[src/rtl/seq_divider_pkg.sv]
// Shared definitions for the sequential restoring divider: FSM encodings and
// iteration-counter sizing.
package seq_divider_pkg;

   typedef enum logic [1:0] {
      ST_IDLE = 2'b00,
      ST_RUN  = 2'b01,
      ST_DONE = 2'b10
   } state_t;

   localparam int DEF_WIDTH = 4;
   localparam int CNT_W     = $clog2(DEF_WIDTH + 1);

   // Counter width for an arbitrary operand width (counts 0..width).
   function automatic int cnt_width(input int width);
      return $clog2(width + 1);
   endfunction

endpackage

[src/rtl/div_step.sv]
// One restoring-division iteration: shift the partial remainder left by one
// quotient bit, trial-subtract the divisor, keep the result if non-negative.
module div_step #(
   parameter int WIDTH = 4
) (
   input  logic [WIDTH-1:0] p,
   input  logic [WIDTH-1:0] q,
   input  logic [WIDTH-1:0] d,
   output logic [WIDTH-1:0] p_next,
   output logic [WIDTH-1:0] q_next
);

   logic [WIDTH:0]   p_sh;
   logic [WIDTH:0]   t;
   logic [WIDTH-1:0] q_sh;

   assign p_sh = {p, q[WIDTH-1]};
   assign q_sh = {q[WIDTH-2:0], 1'b0};

   // P + ~D + 1; the partial remainder stays below D, so bit WIDTH is a true sign.
   assign t = p_sh + ~{1'b0, d} + {{WIDTH{1'b0}}, 1'b1};

   assign p_next = t[WIDTH] ? p_sh[WIDTH-1:0] : t[WIDTH-1:0];
   assign q_next = {q_sh[WIDTH-1:1], ~t[WIDTH]};

endmodule

[src/rtl/seq_divider.sv]
// Multi-cycle restoring divider, one quotient bit per clock with a Start/Done
// handshake. Define DIV_SIGNED_EN for two's-complement operands (truncating).
module seq_divider
   import seq_divider_pkg::*;
#(
   parameter int WIDTH = 4
) (
   input  logic             Clk,
   input  logic             Reset,
   input  logic             Start,
   input  logic [WIDTH-1:0] Dividend,
   input  logic [WIDTH-1:0] Divisor,
   output logic             Busy,
   output logic             Done,
   output logic [WIDTH-1:0] Quotient,
   output logic [WIDTH-1:0] Remainder,
   output logic             DivByZero,
   output logic [1:0]       dbg_state
);

   localparam int CW = cnt_width(WIDTH);
   localparam logic [WIDTH-1:0] ONE = {{(WIDTH-1){1'b0}}, 1'b1};

   state_t           state, state_nx;
   logic [WIDTH-1:0] p_reg, q_reg, d_reg;
   logic [WIDTH-1:0] p_next, q_next;
   logic [WIDTH-1:0] dvd_mag, dvs_mag;
   logic [WIDTH-1:0] q_fix, r_fix;
   logic [CW-1:0]    cnt;
   logic             accept, last, zero_div;

   assign accept   = (state == ST_IDLE) && Start;
   assign last     = (state == ST_RUN) && (cnt == CW'(WIDTH - 1));
   assign zero_div = (Divisor == '0);

`ifdef DIV_SIGNED_EN
   logic neg_q, neg_r;

   // The unsigned core sees magnitudes; min negates to itself, which is its
   // correct unsigned magnitude.
   assign dvd_mag = Dividend[WIDTH-1] ? (~Dividend + ONE) : Dividend;
   assign dvs_mag = Divisor[WIDTH-1]  ? (~Divisor + ONE)  : Divisor;
   assign q_fix   = neg_q ? (~q_next + ONE) : q_next;
   assign r_fix   = neg_r ? (~p_next + ONE) : p_next;

   always_ff @(posedge Clk or posedge Reset) begin
      if (Reset) begin
         neg_q <= 1'b0;
         neg_r <= 1'b0;
      end else if (accept) begin
         neg_q <= Dividend[WIDTH-1] ^ Divisor[WIDTH-1];
         neg_r <= Dividend[WIDTH-1];
      end
   end
`else
   assign dvd_mag = Dividend;
   assign dvs_mag = Divisor;
   assign q_fix   = q_next;
   assign r_fix   = p_next;
`endif

   div_step #(.WIDTH(WIDTH)) u_step (
      .p      (p_reg),
      .q      (q_reg),
      .d      (d_reg),
      .p_next (p_next),
      .q_next (q_next)
   );

   always_ff @(posedge Clk or posedge Reset) begin
      if (Reset) state <= ST_IDLE;
      else       state <= state_nx;
   end

   always_comb begin
      state_nx = state;
      case (state)
         ST_IDLE: if (Start) state_nx = zero_div ? ST_DONE : ST_RUN;
         ST_RUN:  if (last)  state_nx = ST_DONE;
         ST_DONE: state_nx = ST_IDLE;
         default: state_nx = ST_IDLE;
      endcase
   end

   always_comb begin
      Busy      = (state == ST_RUN) || (state == ST_DONE);
      Done      = (state == ST_DONE);
      dbg_state = state;
   end

   // Results change only on the edge that enters DONE.
   always_ff @(posedge Clk or posedge Reset) begin
      if (Reset) begin
         p_reg     <= '0;
         q_reg     <= '0;
         d_reg     <= '0;
         cnt       <= '0;
         Quotient  <= '0;
         Remainder <= '0;
         DivByZero <= 1'b0;
      end else if (accept) begin
         p_reg     <= '0;
         q_reg     <= dvd_mag;
         d_reg     <= dvs_mag;
         cnt       <= '0;
         DivByZero <= zero_div;
         if (zero_div) begin
            Quotient  <= '1;
            Remainder <= Dividend;
         end
      end else if (state == ST_RUN) begin
         p_reg <= p_next;
         q_reg <= q_next;
         cnt   <= cnt + CW'(1);
         if (last) begin
            Quotient  <= q_fix;
            Remainder <= r_fix;
         end
      end
   end

endmodule

[config.mk]
export PLATFORM = sky130hd
export DESIGN_NAME = seq_divider
export DESIGN_NICKNAME = d
export VERILOG_FILES = /design/src/rtl/seq_divider_pkg.sv /design/src/rtl/div_step.sv /design/src/rtl/seq_divider.sv
export SDC_FILE = /design/constraint.sdc
export NUM_CORES = 1
export LEC_CHECK = 0
export CAP_MARGIN = 5
export CORE_UTILIZATION = 45
export CTS_CLUSTER_DIAMETER = 120
export DETAILED_ROUTE_END_ITERATION = 8
export HOLD_SLACK_MARGIN = 0.03
export PLACE_DENSITY = 0.73
export RECOVER_POWER = 100
export SYNTH_ARGS = -nofsm -noshare
export SYNTH_HDL_FRONTEND = slang
export SYNTH_SLANG_ARGS = --single-unit
[constraint.sdc]
create_clock -name Clk -period 2.6 [get_ports Clk]
set_input_delay 0.39 -clock Clk [delete_from_list [all_inputs] [get_ports Clk]]
set_output_delay 0.39 -clock Clk [all_outputs]
set_load 0.03 [all_outputs]
After elaboration in Yosys (flattened, before gate mapping)
Cells that the tools add are included.

Flip-flop bits (word level): 26. Input bits: 11. Output and inout port bits: 13.

Add/subtract/negate cells: 3. Equal/unequal tests: 6. Mux-type cells: 19. Bitwise gates (word level): 2. Reduce and logical (&&, ||, !) cells: 9.

Operators by type and width (count): $mux W4 (13); $mux W2 (3); $mux W3 (2); $add A5 B1 Y5 const B (1); $add A5 B5 Y5 (1); $not A4 Y5 (1); $logic_not A4 Y1 (1); $ne A2 B2 Y1 const B (2); $pmux W2 S2 (1); $reduce_bool A2 Y1 (2); $add A3 B1 Y3 const B (1); $eq A3 B2 Y1 const B (1); $reduce_and A3 Y1 (1); $eq A2 B1 Y1 const B (1); $eq A2 B2 Y1 const B (1); $logic_and A1 B1 Y1 (2); $logic_not A2 Y1 (1); $ne A2 B1 Y1 const B (1); $reduce_and A2 Y1 (1); $logic_or A1 B1 Y1 (1); $not A1 Y1 (1).

Longest topological paths before layout
Gate-level depths: netlist of the first run.

Depth after elaboration: 7. Mapped depth: 8. Mapped depth without buffers: 8.

By module
From an unflattened synthesis of the first run, not the netlist that was laid out.

Cell total of the unflattened synthesis: 142. Area, all modules: 1435.1 µm².

By module, submodules not included: seq_divider (times used 1, cells each 115, area each 1211.2 µm², seq. area each 650.6 µm²); div_step (times used 1, cells each 27, area each 224.0 µm², seq. area each 0.0 µm²).

Worst setup path before layout of the first run
No wires, ideal clock.

Path kind: reg-to-reg. Start: register q_reg[3]. End: register Remainder[3]. Data arrival time: 1.927 ns. Data required time: 2.463 ns. Slack: 0.536 ns. Cell stages (with the launch flop): 9. Period minus slack after synthesis: 2.064 ns. Cell sequence: dfrtp_1 > inv_1 > ha_1 > fa_1 > nand2b_1 > o2bb2ai_4 > and3b_1 > a2111oi_2 > o22ai_1.

Longest elaborated chain between the ends: 6.

Ends and longest elaborated chain: start, declared (line seq_divider.sv:25) `logic [WIDTH-1:0] p_reg, q_reg, d_reg;`; start signal, assigned (line seq_divider.sv:103) `q_reg <= dvd_mag;`; start signal, assigned (line seq_divider.sv:113) `q_reg <= q_next;`; $add A5 B5 Y5 (line div_step.sv:21) `assign t = p_sh + ~{1'b0, d} + {{WIDTH{1'b0}}, 1'b1};`; $add A5 B1 Y5 (line div_step.sv:21); $mux W4 (line div_step.sv:23) `assign p_next = t[WIDTH] ? p_sh[WIDTH-1:0] : t[WIDTH-1:0];`; $mux W4 (line seq_divider.sv:115) `if (last) begin`; $mux W4 (line seq_divider.sv:111) `end else if (state == ST_RUN) begin`; $mux W4 (line seq_divider.sv:101) `end else if (accept) begin`; end signal, assigned (line seq_divider.sv:109) `Remainder <= Dividend;`; end signal, assigned (line seq_divider.sv:117) `Remainder <= r_fix;`; end, declared (line seq_divider.sv:16) `output logic [WIDTH-1:0] Remainder,`.

No other way between the ends. The select of a mux whose other input is x is not followed. A chain may end at the register's enable or synchronous reset.

Worst setup path in the final report of the first run
Ends and elaborated chain as after synthesis.

==> results of run 1 <==
==> logic make-up after synthesis <==
| kind of cell | after synthesis |
|---|---|
| multiplexers | 8 |
| flip-flops | 26 |
| AND/OR/NAND/NOR | 42 |
| AO/OA/AOI/OAI | 39 |
| adder cells (fa/ha/maj) | 10 |
| buffers and inverters | 19 |
| XOR/XNOR | 4 |
==> metal layers <==
metal  vias to the layer above  global-route usage [%]  wire length (um)
li1                        569                       -                 -
met1                       559                   25.21              1397
met2                        31                   32.58              1483
met3                         6                   2.838               112
met4                         0                   7.309                48
met5                         -                       0                 0
==> layout make-up <==
cell class	instances	area, um^2
clock inverters	1	30.03
multi-input cells	103	726.9
clock buffers	3	22.52
well taps	44	55.05
inverters	12	45.04
fillers	316	1324
flip-flops and latches	26	650.6
repair buffers	27	249.0
==> final timing paths <==
| kind | endpoint | slack (ps) | cells past startpoint |
|---|---|---|---|
| max | Remainder[3]$_DFFE_PP0P_ | 250 | 8 |
| min | d_reg[0]$_DFFE_PP0P_ | 500 | 2 |
| max reg2reg | Remainder[3]$_DFFE_PP0P_ | 250 | 8 |
| min reg2reg | d_reg[0]$_DFFE_PP0P_ | 500 | 2 |
| max in group asynchronous | p_reg[3]$_DFFE_PP0P_ | 860 | 3 |
| min in group asynchronous | cnt[0]$_DFFE_PP0P_ | 940 | 3 |
==> power breakdown <==
part | leakage, uW | switching [uW] | internal [uW]
clock network | 0.0000279 | 126 | 156
logic | 0.000422 | 817 | 593
registers | 0.000322 | 138 | 584
total | 0.000772 | 1080 | 1330
==> synth_stat cells (2+ instances only) <==
master / number
dfrtp_1: 26
nand2_1: 16
o21ai_0: 13
inv_1: 12
ha_1: 9
nor2_1: 9
a21oi_1: 7
mux2i_1: 7
nand3_1: 5
buf_2: 4
o22a_2: 4
a21o_1: 2
a31o_2: 2
a41oi_1: 2
nand2b_1: 2
nand3b_1: 2
nor2b_1: 2
o211ai_1: 2
or3_1: 2
xnor2_1: 2
==> worst max-delay path, stage by stage, from the launching register on <==
cell       delay [ps]
dfrtp_1           400
inv_1              80
ha_1              230
fa_1              400
nand2b_1          180
o2bb2ai_2         210
xnor2_1           240
a2111oi_2         350
o22ai_1           140
==> stage by stage <==
stage                     instance area [um^2]  util [%]  hold WS [ps]  setup slack, ps  power [uW]
after detailed placement                  1769     57.02         469.5            339.8        2249
after CTS                                 1822     58.71         396.4            316.5        2540
after floorplan                           1493         -         430.0            535.9        1826
after global routing                      1779     57.34         525.8            175.1        2587
final                                     1779     57.34         503.6            254.1        2414
after global placement                    1769     57.02         472.8            390.1        2188
==> flow_summary.json, run 1 <==
{
  "synth.distinct_cells": 38,
  "fin_setup_tns_ps": 0,
  "synthXorXnorAreaFrac_pct": 2.850,
  "final_cell_mix": "dfrtp_1, nand2_1, dlygate4sd3_1",
  "fmax_ghz": 0.4263,
  "die_h_um": 59.60,
  "syn_avg_cell_area_um2": 10.09,
  "post-cts-setup-buffers": 0,
  "cts_made_buffers": 3,
  "wl_per_cell_um": 14.08,
  "cellPowerDensity_nw_per_um2": 1357,
  "synthesis.nets": 169,
  "seq_area_frac_synth_pct": 43.59,
  "setup_viol": 0,
  "cts_tree": "built",
  "crit_arrival_ps": 2540,
  "drc": 0,
  "final.period_utilization_pct": 90.23,
  "postCtsHoldBufs": 0,
  "holdCritStartpoint": "d_reg[0]$_DFFE_PP0P_",
  "relSlewSlack_pct": 8.365,
  "path_clk_slew_ps": 140,
  "mostFrequentLayoutCell": "dfrtp_1",
  "portBuffers": 23,
  "antenna_left": 0,
  "post_cts_resized": 0,
  "ys_ff_latch": 26,
  "synth_top_family_by_area": "compound AO/OA/AOI/OAI gates",
  "clk_latency_ps": 330,
  "syn_area_um2": 1493,
  "synth_warnings": 0,
  "io_pins": 24,
  "hold_path.class": "flop to flop",
  "die_w_um": 59.60,
  "synthCells": 148,
  "fin_skew_ps": 3.134,
  "final-hold-violation-count": 0,
  "cap_violations": 0,
  "r2r-start": "q_reg[3]$_DFFE_PP0P_",
  "place_hpwl_um": 2331,
  "rsz0062_at_grt": "false",
  "dr.pass1.iters": 4,
  "ys.flop_type": "dfrtp_1",
  "n_antenna_cell": 0,
  "min_period_ps": 2346,
  "cp-start-kind": "flop",
  "p_leak_uw": 0.0007719,
  "globalplace.congestion": 0.9265,
  "cts_sinks": 26,
  "endpoint_kind": "flop",
  "worstPathMaxFanout": 9,
  "core_area_um2": 3103,
  "grt_antenna_before_repair": 0,
  "drtIter0Drc": 54,
  "async_flop_share_pct": 100.0,
  "place_inst": 212,
  "dieArea_um2": 3552,
  "grt_usage_pct": 19.38,
  "finalNonFillerCells": 216,
  "ir_drop_mv": 0.5059,
  "synth_fa_ha_area_share_pct": 8.885,
  "nets": 194,
  "htreeDepth": 1,
  "synth_compound_area_share_pct": 19.95,
  "first_global_vias": 1126,
  "worst_pin_slew_ps": 1375,
  "vias": 1165,
  "initial_core_util_pct": 48.10,
  "clk_path_buf_depth": 2,
  "report.final.slew_viol_count": 0,
  "drive_gt1_share_pct": 9.302,
  "num_rows": 20,
  "wl_um": 3042,
  "yosys.area.top_type": "dfrtp_1",
  "viasPerCell": 5.394,
  "critPathRequiredTime_ps": 2790,
  "cts-root-buf": "clkbuf_4",
  "synth_mux_area_share_pct": 5.448,
  "synth_top_area_share_pct": 43.59,
  "grt_pass1_wl_um": 5140,
  "status": "completed",
  "area_delta_synth_final_pct": 19.20,
  "yosys-top-cells-area": "dfrtp_1, ha_1, mux2i_1",
  "grt_overflow": 0,
  "critical_path_class": "flop to flop",
  "synth_edf_count": 0,
  "crit_start": "q_reg[3]$_DFFE_PP0P_",
  "grt_max_degree": 27,
  "yosys.area_share.simple_pct": 13.66
}
(Power assumes the default switching activity.)
==> run 2, diff against run 1 <==
- CORE_ASPECT_RATIO: not set -> 1.2
- CORE_UTILIZATION: 45 -> 41
- PLACE_DENSITY: 0.73 -> 0.68
==> run 2 against run 1 <==
Effect of this change: sequential share of layout area down 0.20 points; register-to-register slack better by 97 ps; worst setup slack improved by 97 ps; fmax up 4.3%; core utilization decreased by 4.6 points; design area up 0.56%; cell count fell by 3.2%; power is 1.6% higher; clock skew increased by 1.8 ps; sequential cell count unchanged; critical path type unchanged.
==> flow_summary.json, run 2 (synthesis gave the netlist of run 1 again) <==
{
  "final_util_pct": 52.69,
  "rsz0062_at_grt": "false",
  "post_cts_resized": 0,
  "cts_tree": "built",
  "vias": 1152,
  "drive_gt1_share_pct": 9.302,
  "grt_pass1_wl_um": 5216,
  "fin_skew_ps": 4.889,
  "fin_setup_tns_ps": 0,
  "clk_path_buf_depth": 2,
  "critical_path_class": "flop to flop",
  "finalWorstSetupSlack_ps": 351.3,
  "status": "completed",
  "crit_slowest_cell": "fa_1",
  "place_inst": 205,
  "final-hold-violation-count": 0,
  "antenna_left": 0,
  "p_total_uw": 2452,
  "place_hpwl_um": 2255,
  "cp-start-kind": "flop",
  "min_period_ps": 2249,
  "die_w_um": 57.08,
  "final_cell_mix": "dfrtp_1, nand2_1, dlygate4sd3_1",
  "portBuffers": 23,
  "cap_violations": 0,
  "core_area_um2": 3396,
  "finalNonFillerCells": 209,
  "setup_viol": 0,
  "grt_usage_pct": 17.92,
  "path_clk_slew_ps": 90,
  "n_antenna_cell": 0,
  "worst_pin_slew_ps": 1417,
  "relSlewSlack_pct": 5.527,
  "endpoint_kind": "flop",
  "final.period_utilization_pct": 86.49,
  "wl_per_cell_um": 14.43,
  "slowest_delay_ps": 400,
  "cts_made_buffers": 3,
  "fmax_ghz": 0.4447,
  "crit_chain": "inv_1 -> ha_1 -> fa_1 -> nand2b_1 -> o2bb2ai_2 -> xnor2_1 -> a2111oi_2 -> o22ai_1",
  "first_global_vias": 1107,
  "io_pins": 24,
  "dr.pass1.iters": 4,
  "globalplace.congestion": 0.8205,
  "grt_antenna_before_repair": 0,
  "clk_latency_ps": 280,
  "crit_arrival_ps": 2400,
  "drtIter0Drc": 17,
  "ir_drop_mv": 0.4467,
  "mostFrequentLayoutCell": "dfrtp_1",
  "report.final.slew_viol_count": 0,
  "postCtsHoldBufs": 0,
  "wl_um": 3015,
  "p_leak_uw": 0.0007801,
  "drc": 0,
  "grt_overflow": 0,
  "hold_path.class": "flop to flop",
  "cellPowerDensity_nw_per_um2": 1370,
  "post-cts-setup-buffers": 0,
  "cts-root-buf": "clkbuf_8",
  "viasPerCell": 5.512,
  "path_buf_inv": 1,
  "htreeDepth": 1,
  "nets": 194,
  "cts_sinks": 26,
  "pre_cts_slack_ps": 374.5,
  "grt_max_degree": 27,
  "die_h_um": 68.10,
  "dieArea_um2": 3887,
  "num_rows": 23,
  "worstPathMaxFanout": 9,
  "cp_top_family": "compound AO/OA/AOI/OAI gates",
  "critPathRequiredTime_ps": 2750,
  "initial_core_util_pct": 43.96,
  "area_delta_synth_final_pct": 19.87,
  "fillers": 333
}
==> run 2: cell types whose count changed in the layout (fill, tap and decap cells not counted) <==
cell / previous run / this run
clkbuf_4: 3 / 0
clkbuf_8: 0 / 3
o21ai_1: 1 / 0
o21ai_2: 0 / 1
or4_1: 0 / 1
or4_4: 1 / 0
==> run 2: layer usage <==
layer	vias to the layer above	part of all wire (%)	track usage, %
met3	5	3.8	3.025
met1	556	46	21.63
met2	25	49	31.91
met4	0	1.6	7.317
li1	566	-	-
met5	-	0	0
==> run 2: area by class of cell <==
class                      count  area (um^2)  area share (%)
multi-input combinational    103        726.9           40.63
sequential                    26        650.6           36.36
timing repair buffer          27        249.0           13.92
tap                           37        46.29           2.587
inverter                      12        45.04           2.517
clock buffer                   3        41.29           2.308
clock inverter                 1        30.03           1.678
==> run 2: power by group <==
| part | switching [uW] | total, uW | leakage [uW] | internal, uW |
|---|---|---|---|---|
| clock | 135 | 342 | 0.0000357 | 206 |
| sequential | 133 | 718 | 0.000322 | 585 |
| combinational | 802 | 1390 | 0.000423 | 590 |
==> run 2: path summary, 6_finish.rpt <==
kind,cells past startpoint,startpoint,to,slack [ps]
max in group asynchronous,3,Reset,Remainder[2]$_DFFE_PP0P_,760
min reg2reg,2,d_reg[0]$_DFFE_PP0P_,d_reg[0]$_DFFE_PP0P_,480
min in group asynchronous,3,Reset,cnt[1]$_DFFE_PP0P_,1010
min,2,d_reg[0]$_DFFE_PP0P_,d_reg[0]$_DFFE_PP0P_,480
max reg2reg,8,q_reg[3]$_DFFE_PP0P_,Remainder[3]$_DFFE_PP0P_,350
max,8,q_reg[3]$_DFFE_PP0P_,Remainder[3]$_DFFE_PP0P_,350
==> run 2: through the flow <==
stage                     hold WS, ps  area [um^2]
after floorplan                 430.0         1493
after global placement          468.4         1760
after detailed placement        470.1         1760
after CTS                       458.9         1832
after global routing            510.6         1789
final                           483.7         1789
==> run 2: worst min-delay path, delay by kind of cell (launching register included) <==
family           cells  cell delay, ps
DFF                  1             350
and+or+nand+nor      2             100
